--- config.mk ---
export PLATFORM = sky130hd
export DESIGN_NAME = igbt_charge_ctrl
export DESIGN_NICKNAME = d
export VERILOG_FILES = /design/src/rtl/igbt_charge_ctrl.sv
export SDC_FILE = /design/constraint.sdc
export NUM_CORES = 1
export LEC_CHECK = 0
export CELL_PAD_IN_SITES_DETAIL_PLACEMENT = 0
export CELL_PAD_IN_SITES_GLOBAL_PLACEMENT = 1
export CORE_MARGIN = 2
export CORE_UTILIZATION = 51
export CTS_BUF_LIST = sky130_fd_sc_hd__clkbuf_8
export CTS_CLUSTER_DIAMETER = 120
export DETAILED_ROUTE_END_ITERATION = 12
export PLACE_DENSITY = 0.85
export REMOVE_ABC_BUFFERS = 1
export SYNTH_ARGS = -nofsm -noshare
export SYNTH_HDL_FRONTEND = slang
export SYNTH_SLANG_ARGS = --single-unit
--- constraint.sdc ---
create_clock -name sys_clk -period 7.9 [get_ports sys_clk]
set_input_delay 2.37 -clock sys_clk [delete_from_list [all_inputs] [get_ports sys_clk]]
set_output_delay 2.37 -clock sys_clk [all_outputs]
set_load 0.02 [all_outputs]
--- src/rtl/igbt_charge_ctrl.sv ---
// igbt_charge_ctrl: per-channel capacitor charge FSMs with timeout, driver fault lockout and driver reset pulse
module igbt_charge_ctrl #(
  parameter int CH_NUM        = 3,
  parameter int TICK_DIV      = 50,
  parameter int TIMEOUT_US    = 1000,
  parameter int RST_PULSE_CYC = 8
) (
  input  logic                  sys_clk,
  input  logic                  sys_rst,
  input  logic [CH_NUM-1:0]     key_push,
  input  logic [CH_NUM-1:0]     voltage_cap_flag,
  input  logic [CH_NUM-1:0]     fault_igbt_driver,
  input  logic [CH_NUM-1:0]     error_igbt_driver,
  input  logic [CH_NUM-1:0]     clr_fault,
  input  logic                  abort,
  output logic [CH_NUM-1:0]     igbt_on_en,
  output logic [CH_NUM-1:0]     reset_igbt_driver,
  output logic [CH_NUM-1:0]     charge_done,
  output logic [CH_NUM-1:0]     fault_flag,
  output logic [2*CH_NUM-1:0]   fault_cause
);
  localparam int PW = TICK_DIV > 1 ? $clog2(TICK_DIV) : 1;
  localparam int RW = RST_PULSE_CYC > 1 ? $clog2(RST_PULSE_CYC) : 1;
  localparam logic [PW-1:0] PRE_LAST = PW'(TICK_DIV - 1);
  localparam logic [23:0]   T_LAST   = 24'(TIMEOUT_US - 1);
  localparam logic [RW-1:0] RST_LAST = RW'(RST_PULSE_CYC - 1);
  localparam logic [1:0] S_IDLE = 2'd0, S_CHARGE = 2'd1, S_FAULT = 2'd2, S_DRV_RST = 2'd3;
  logic [PW-1:0]     r_pre;
  logic              r_arm;
  logic [CH_NUM-1:0] r_key_d;
  logic              w_tick;
  logic [CH_NUM-1:0] w_key_edge;
  assign w_tick = r_pre == PRE_LAST;
  // r_arm masks the first cycle after reset so a key held through reset is not seen as an edge
  assign w_key_edge = key_push & ~r_key_d & {CH_NUM{r_arm}};
  always_ff @(posedge sys_clk or posedge sys_rst)
    if (sys_rst) begin
      r_pre   <= '0;
      r_arm   <= 1'b0;
      r_key_d <= '0;
    end else begin
      r_pre   <= w_tick ? '0 : r_pre + 1'b1;
      r_arm   <= 1'b1;
      r_key_d <= key_push;
    end
  for (genvar g = 0; g < CH_NUM; g++) begin : g_ch
    logic [1:0]    r_state;
    logic [23:0]   r_timer;
    logic [RW-1:0] r_rcnt;
    logic [1:0]    r_cause;
    logic          r_done;
    logic          w_drv_bad;
    assign w_drv_bad = fault_igbt_driver[g] | error_igbt_driver[g];
    always_ff @(posedge sys_clk or posedge sys_rst)
      if (sys_rst) begin
        r_state <= S_IDLE;
        r_timer <= '0;
        r_rcnt  <= '0;
        r_cause <= 2'b00;
        r_done  <= 1'b0;
      end else begin
        r_done <= 1'b0;
        if (r_state == S_IDLE) begin
          if (w_drv_bad) begin
            r_state <= S_FAULT;
            r_cause <= fault_igbt_driver[g] ? 2'b01 : 2'b10;
          end else if (w_key_edge[g] & voltage_cap_flag[g]) r_done <= 1'b1;
          else if (w_key_edge[g] & ~abort) begin
            r_state <= S_CHARGE;
            r_timer <= '0;
          end
        end else if (r_state == S_CHARGE) begin
          if (w_drv_bad) begin
            r_state <= S_FAULT;
            r_cause <= fault_igbt_driver[g] ? 2'b01 : 2'b10;
          end else if (abort) r_state <= S_IDLE;
          else if (voltage_cap_flag[g]) begin
            r_state <= S_IDLE;
            r_done  <= 1'b1;
          end else if (w_tick) begin
            // fault on the tick that would bring the timer to TIMEOUT_US
            if (r_timer == T_LAST) begin
              r_state <= S_FAULT;
              r_cause <= 2'b11;
            end else r_timer <= r_timer + 24'd1;
          end
        end else if (r_state == S_FAULT) begin
          if (clr_fault[g] & ~w_drv_bad) begin
            r_state <= S_DRV_RST;
            r_rcnt  <= '0;
          end
        end else if (r_rcnt == RST_LAST) begin
          r_state <= S_IDLE;
          r_cause <= 2'b00;
        end else r_rcnt <= r_rcnt + 1'b1;
      end
    assign igbt_on_en[g]          = r_state == S_CHARGE;
    assign reset_igbt_driver[g]   = r_state == S_DRV_RST;
    assign fault_flag[g]          = r_state == S_FAULT || r_state == S_DRV_RST;
    assign charge_done[g]         = r_done;
    assign fault_cause[2*g +: 2]  = r_cause;
  end
endmodule

# Word-level counts from Yosys, hierarchy flattened

Cells that the tools add are included.

Register bits after elaboration: 106
Bits in latches: 0
Memory bits (writable): 0
ROM bits: 0
Input bits: 18
Word-level logic and storage cells: 280
Memories: 0

Add/sub/neg operators: 7
$mul: 0
Div/mod/pow operators: 0
Magnitude comparators: 0
Equal/unequal tests: 70
Shift operators: 0
Muxes and demuxes: 130
Bitwise gates (word level): 25
Reduce and logical (&&, ||, !) cells: 30

Operator list:

| operator                | number |
|---|---|
| $mux W24                | 30 |
| $mux W2                 | 69 |
| $add A24 B1 Y24 const B | 3 |
| $eq A24 B10 Y1 const B  | 3 |
| $ne A6 B3 Y1 const B    | 6 |
| $mux W3                 | 9 |
| $ne A3 B2 Y1 const B    | 9 |
| $ne A2 B1 Y1 const B    | 12 |
| $ne A2 B2 Y1 const B    | 12 |
| $reduce_and A8 Y1       | 3 |
| $mux W1                 | 21 |
| $reduce_and A7 Y1       | 3 |
| $ne A3 B1 Y1 const B    | 6 |
| $ne A3 B3 Y1 const B    | 6 |
| $reduce_and A6 Y1       | 3 |
| $eq A2 B2 Y1 const B    | 6 |
| $ne A4 B3 Y1 const B    | 3 |
| $reduce_and A4 Y1       | 3 |
| $reduce_bool A2 Y1      | 6 |
| $reduce_bool A4 Y1      | 3 |
| $not A1 Y1              | 10 |
| $add A3 B1 Y3 const B   | 3 |
| $and A1 B1 Y1           | 9 |
| $eq A3 B3 Y1 const B    | 3 |
| other kinds (10)        | 21 |

# Logic depth before layout (Yosys ltp)

Word-level depth: 8
Mapped depth: 9

# Worst setup path after synthesis

No wires, ideal clock.

Path type: input to register
Start: in abort
End: reg g_ch[1].r_timer[18]
Setup time: 0.136 ns
Arrival: 4.039 ns
Required time: 7.764 ns
Setup slack: 3.724 ns
Stages: 7
Path buffers: 2
Cells stage by stage: clkbuf_1 -> or4b_2 -> o21ai_0 -> o221ai_4 -> buf_6 -> o21ai_0 -> o31ai_1

Word-level cells in the longest chain between the ends: 4

Ends and longest elaborated chain:

| item                                   | RTL line | text |
|---|---|---|
| start, declared                        | 15       | `input logic abort,` |
| $not A1 Y1                             | 68       | `else if (w_key_edge[g] & ~abort) begin` |
| $and A1 B1 Y1                          | 68       |  |
| $ne A2 B1 Y1 (no source line)          | -        |  |
| $reduce_and A8 Y1 (no source line) (*) | -        |  |
| end signal, assigned                   | 85       | `end else r_timer <= r_timer + 24'd1;` |
| end, declared                          | 48       | `logic [23:0] r_timer;` |

Mark *: on every way between the ends. The rest lies on a longest branch, timed or not.
A chain may end at the register's enable or synchronous reset.

# Final worst setup path

Start: in abort
End: reg g_ch[1].r_timer[13]

Same word-level chain as after synthesis.

==> flow_metrics.tcl <==
set metrics [dict create \
    fmax_mhz 213 \
    ys_warn_count 0 \
    reg2reg_depth 5 \
    grt_max_degree 77 \
    cp-end-kind "register" \
    fin_cells 884 \
    portBuffers 35 \
    syn_area_per_cell_um2 8.67 \
    cts_sinks 106 \
    grt_pass1_vias 5371 \
    fillCellCount 1121 \
    first_pass_iters 5 \
    pre_cts_slack_ns 2.84 \
    cp_top_family "simple AND/OR/NAND/NOR gates" \
    p_comb_share_pct 24.6 \
    drc_errors 0 \
    critical_path_required_ns 8.23 \
    worst_pin_slew_ns 1.14 \
    ctsResizeCount 0 \
    critPathSlowestCell "or4b_2" \
    synth_edf_count 0 \
    synth_top_area_share_pct 42.1 \
    cts_htree_levels 3 \
    drt-wirelength-per-cell_um 17.2 \
    path_buf_inv 1 \
    critical_path_depth 6 \
    antenna_found_initial 0 \
    drv_cap 0 \
    synth_most_common_cell "dfrtp_1" \
    root_buffer "clkbuf_8" \
    synth.yosys.seq_area_share_pct 42.1 \
    drv_slew 0 \
    core-area_um2 12000 \
    viasPerCell 6.54 \
    syn_area_um2 6300 \
    ios 36 \
    start_util_pct 52.5 \
    drt_iter0_drc 512 \
    finalPower_mw 1.28 \
    cp.arrival_ns 5.03 \
    grt_pass1_wl_mm 25.9 \
    finClkSkew_ns 0.0153 \
    cts_buffers 9 \
    r2r_start "g_ch[2].r_timer[15]" \
    whs_ns 0.482 \
    synth.top_cells.by_area "dfrtp_1, o21ai_0, nand2_1" \
    synthToLayoutAreaGrowth_pct 8.70 \
    synth-seq-cells 106 \
    hold_buffers 0 \
    synth.distinct_cells 68 \
    ys_async_sr_fraction_pct 100 \
    crit_path_end "g_ch[1].r_timer[13]" \
    setup_violations 0 \
    place_inst 868 \
    drive_gt1_share_pct 5.83 \
    die_h_um 115 \
    cellPowerDensity_nw_per_um2 187 \
    hpwlAfterDp_mm 10.4 \
    n_antenna_cell 0 \
    die_area_um2 13300 \
    path_cells "clkdlybuf4s50_1 > or4b_2 > o21ai_0 > o221ai_4 > nor4_1 > o22a_1" \
    grt.overflow.total 0 \
    p_leak_nw 2.62 \
    clk_pin_slew_ns 0.10 \
    status "finished, final reports clean" \
    synth_top_area_cell "dfrtp_1" \
    seqPwrFrac_pct 50.3 \
    p_int_mw 0.873 \
    postCtsSetupBuffers 0 \
    setup-tns-final_ns 0 \
    p_switching_mw 0.405 \
    wl_mm 15.2 \
    num_rows 40 \
    final_cell_area_um2 6850 \
    worstReg2RegEnd "g_ch[2].r_timer[4]" \
    postSynthCellCount 727 \
    synth_ff_type "dfrtp_1" \
    synth_common_cells "dfrtp_1, o21ai_0, nand2_1, nor2_1, nand3_1" \
    hold_class "register to register" \
    max_stage_delay_ns 0.75 \
    r2r_slack_ns 4.95 \
    cts_tree "done" \
    clk_latency_ns 0.39 \
    finalWorstSetupSlack_ns 3.20 \
    ir_drop_mv 0.0827 \
    track_usage_pct 24.2 \
    final_core_util_pct 57.0 \
    finalHoldViolCount 0 \
    worstSetupPathType "input pin to register" \
    p_sw_share_pct 31.7 \
    dr_total_vias 5781 \
    relSlewSlack_pct 23.4 \
    dieWidth_um 115 \
    postRouteAntennaNets 0 \
    startpoint "abort" \
    fin_nets 761 \
    clkPwrFrac_pct 25.1 \
    clockBufferDepth 2 \
    finalCritPeriodShare_pct 59.5 \
    grt_setup_unrepaired "no" \
    post_dp_cell_area_um2 6670 \
    critPathMaxFanout 25 \
    finalCriticalPeriod_ns 4.70 \
    gp_congestion 0.826 \
    startpoint_type "input pin" \
]
[sequential cells by signal (all words and copies together), names as in the netlist]
register,count
g_ch.r_cause,6
g_ch.r_done,3
g_ch.r_rcnt,9
g_ch.r_state,6
g_ch.r_timer,72
r_arm,1
r_key_d,3
r_pre,6
[power groups by stage]
stage	logic [mW]	registers (mW)	clock network, mW
detailed placement	0.319	0.654	0
finish	0.315	0.643	0.320
global route	0.354	0.652	0.351
floorplan	0.201	0.653	0
global placement	0.309	0.651	0
CTS	0.319	0.643	0.333
[cell families (layout without fill, tap and decap cells)]
logic type	Yosys count	count (layout)	synth area share (%)
and+or+nand+nor	317	317	27.2
AOI/OAI and AO/OA	222	222	22.8
DFF	106	106	42.1
buffers and inverters	62	72	4.33
adders and majority gates	11	11	2.18
muxes	5	5	0.834
xor gates and xnor gates	3	3	0.417
other	1	1	0.0595
[per-layer routing]
| metal | routed length [um] | track usage, % | vias up |
|---|---|---|---|
| li1 | - | - | 2750 |
| met1 | 7020 | 33.2 | 2844 |
| met2 | 7250 | 39.1 | 170 |
| met3 | 784 | 5.01 | 17 |
| met4 | 187 | 6.75 | 0 |
| met5 | 0 | 0 | - |
[worst min path at each step]
stage                         from             endpoint  depth (start not counted)
6_report       g_ch[2].r_timer[23]  g_ch[2].r_timer[23]                          1
4_1_cts        g_ch[2].r_timer[23]  g_ch[2].r_timer[23]                          1
2_1_floorplan  g_ch[2].r_timer[23]  g_ch[2].r_timer[23]                          1
3_3_place_gp     g_ch[0].r_rcnt[1]    g_ch[0].r_rcnt[1]                          2
3_5_place_dp   g_ch[2].r_timer[23]  g_ch[2].r_timer[23]                          1
5_1_grt        g_ch[2].r_timer[23]  g_ch[2].r_timer[23]                          1
[placed cells by master (no fill, tap or decap), drive strengths merged, types with 3 or more instances in the layout]
| master | synthesis | layout |
|---|---|---|
| o211ai | 4 | 4 |
| and2 | 13 | 13 |
| clkdlybuf4s50 | 0 | 35 |
| nor3 | 16 | 16 |
| buf | 12 | 6 |
| nor4b | 4 | 4 |
| a41oi | 6 | 6 |
| and4 | 8 | 8 |
| clkbuf | 35 | 12 |
| nand4 | 29 | 29 |
| nor2 | 49 | 49 |
| nand3b | 4 | 4 |
| or4 | 10 | 10 |
| nand2 | 70 | 70 |
| dfrtp | 106 | 106 |
| o41ai | 4 | 4 |
| or3 | 9 | 9 |
| o31ai | 29 | 29 |
| ha | 11 | 11 |
| nand2b | 10 | 10 |
| inv | 15 | 17 |
| or2 | 6 | 6 |
| o21ai | 93 | 93 |
| nand3 | 39 | 39 |
| mux2i | 3 | 3 |
| nor4bb | 5 | 5 |
| nor4 | 18 | 18 |
| nor2b | 5 | 5 |
| o21a | 4 | 4 |
| o22a | 3 | 3 |
| a21oi | 28 | 28 |
| and3 | 16 | 16 |
| a22o | 3 | 3 |
| a31oi | 25 | 25 |
| or4b | 4 | 4 |
[cell type report]
| type | count | area, um2 | area share [%] |
|---|---|---|---|
| multi-input combinational | 559 | 3380 | 49.3 |
| sequential | 106 | 2650 | 38.7 |
| timing repair buffer | 41 | 395 | 5.77 |
| tap | 147 | 184 | 2.69 |
| clock buffer | 12 | 165 | 2.41 |
| inverter | 15 | 58.8 | 0.859 |
| clock inverter | 4 | 17.5 | 0.256 |
Note: power is estimated with default switching activity, not from simulation.
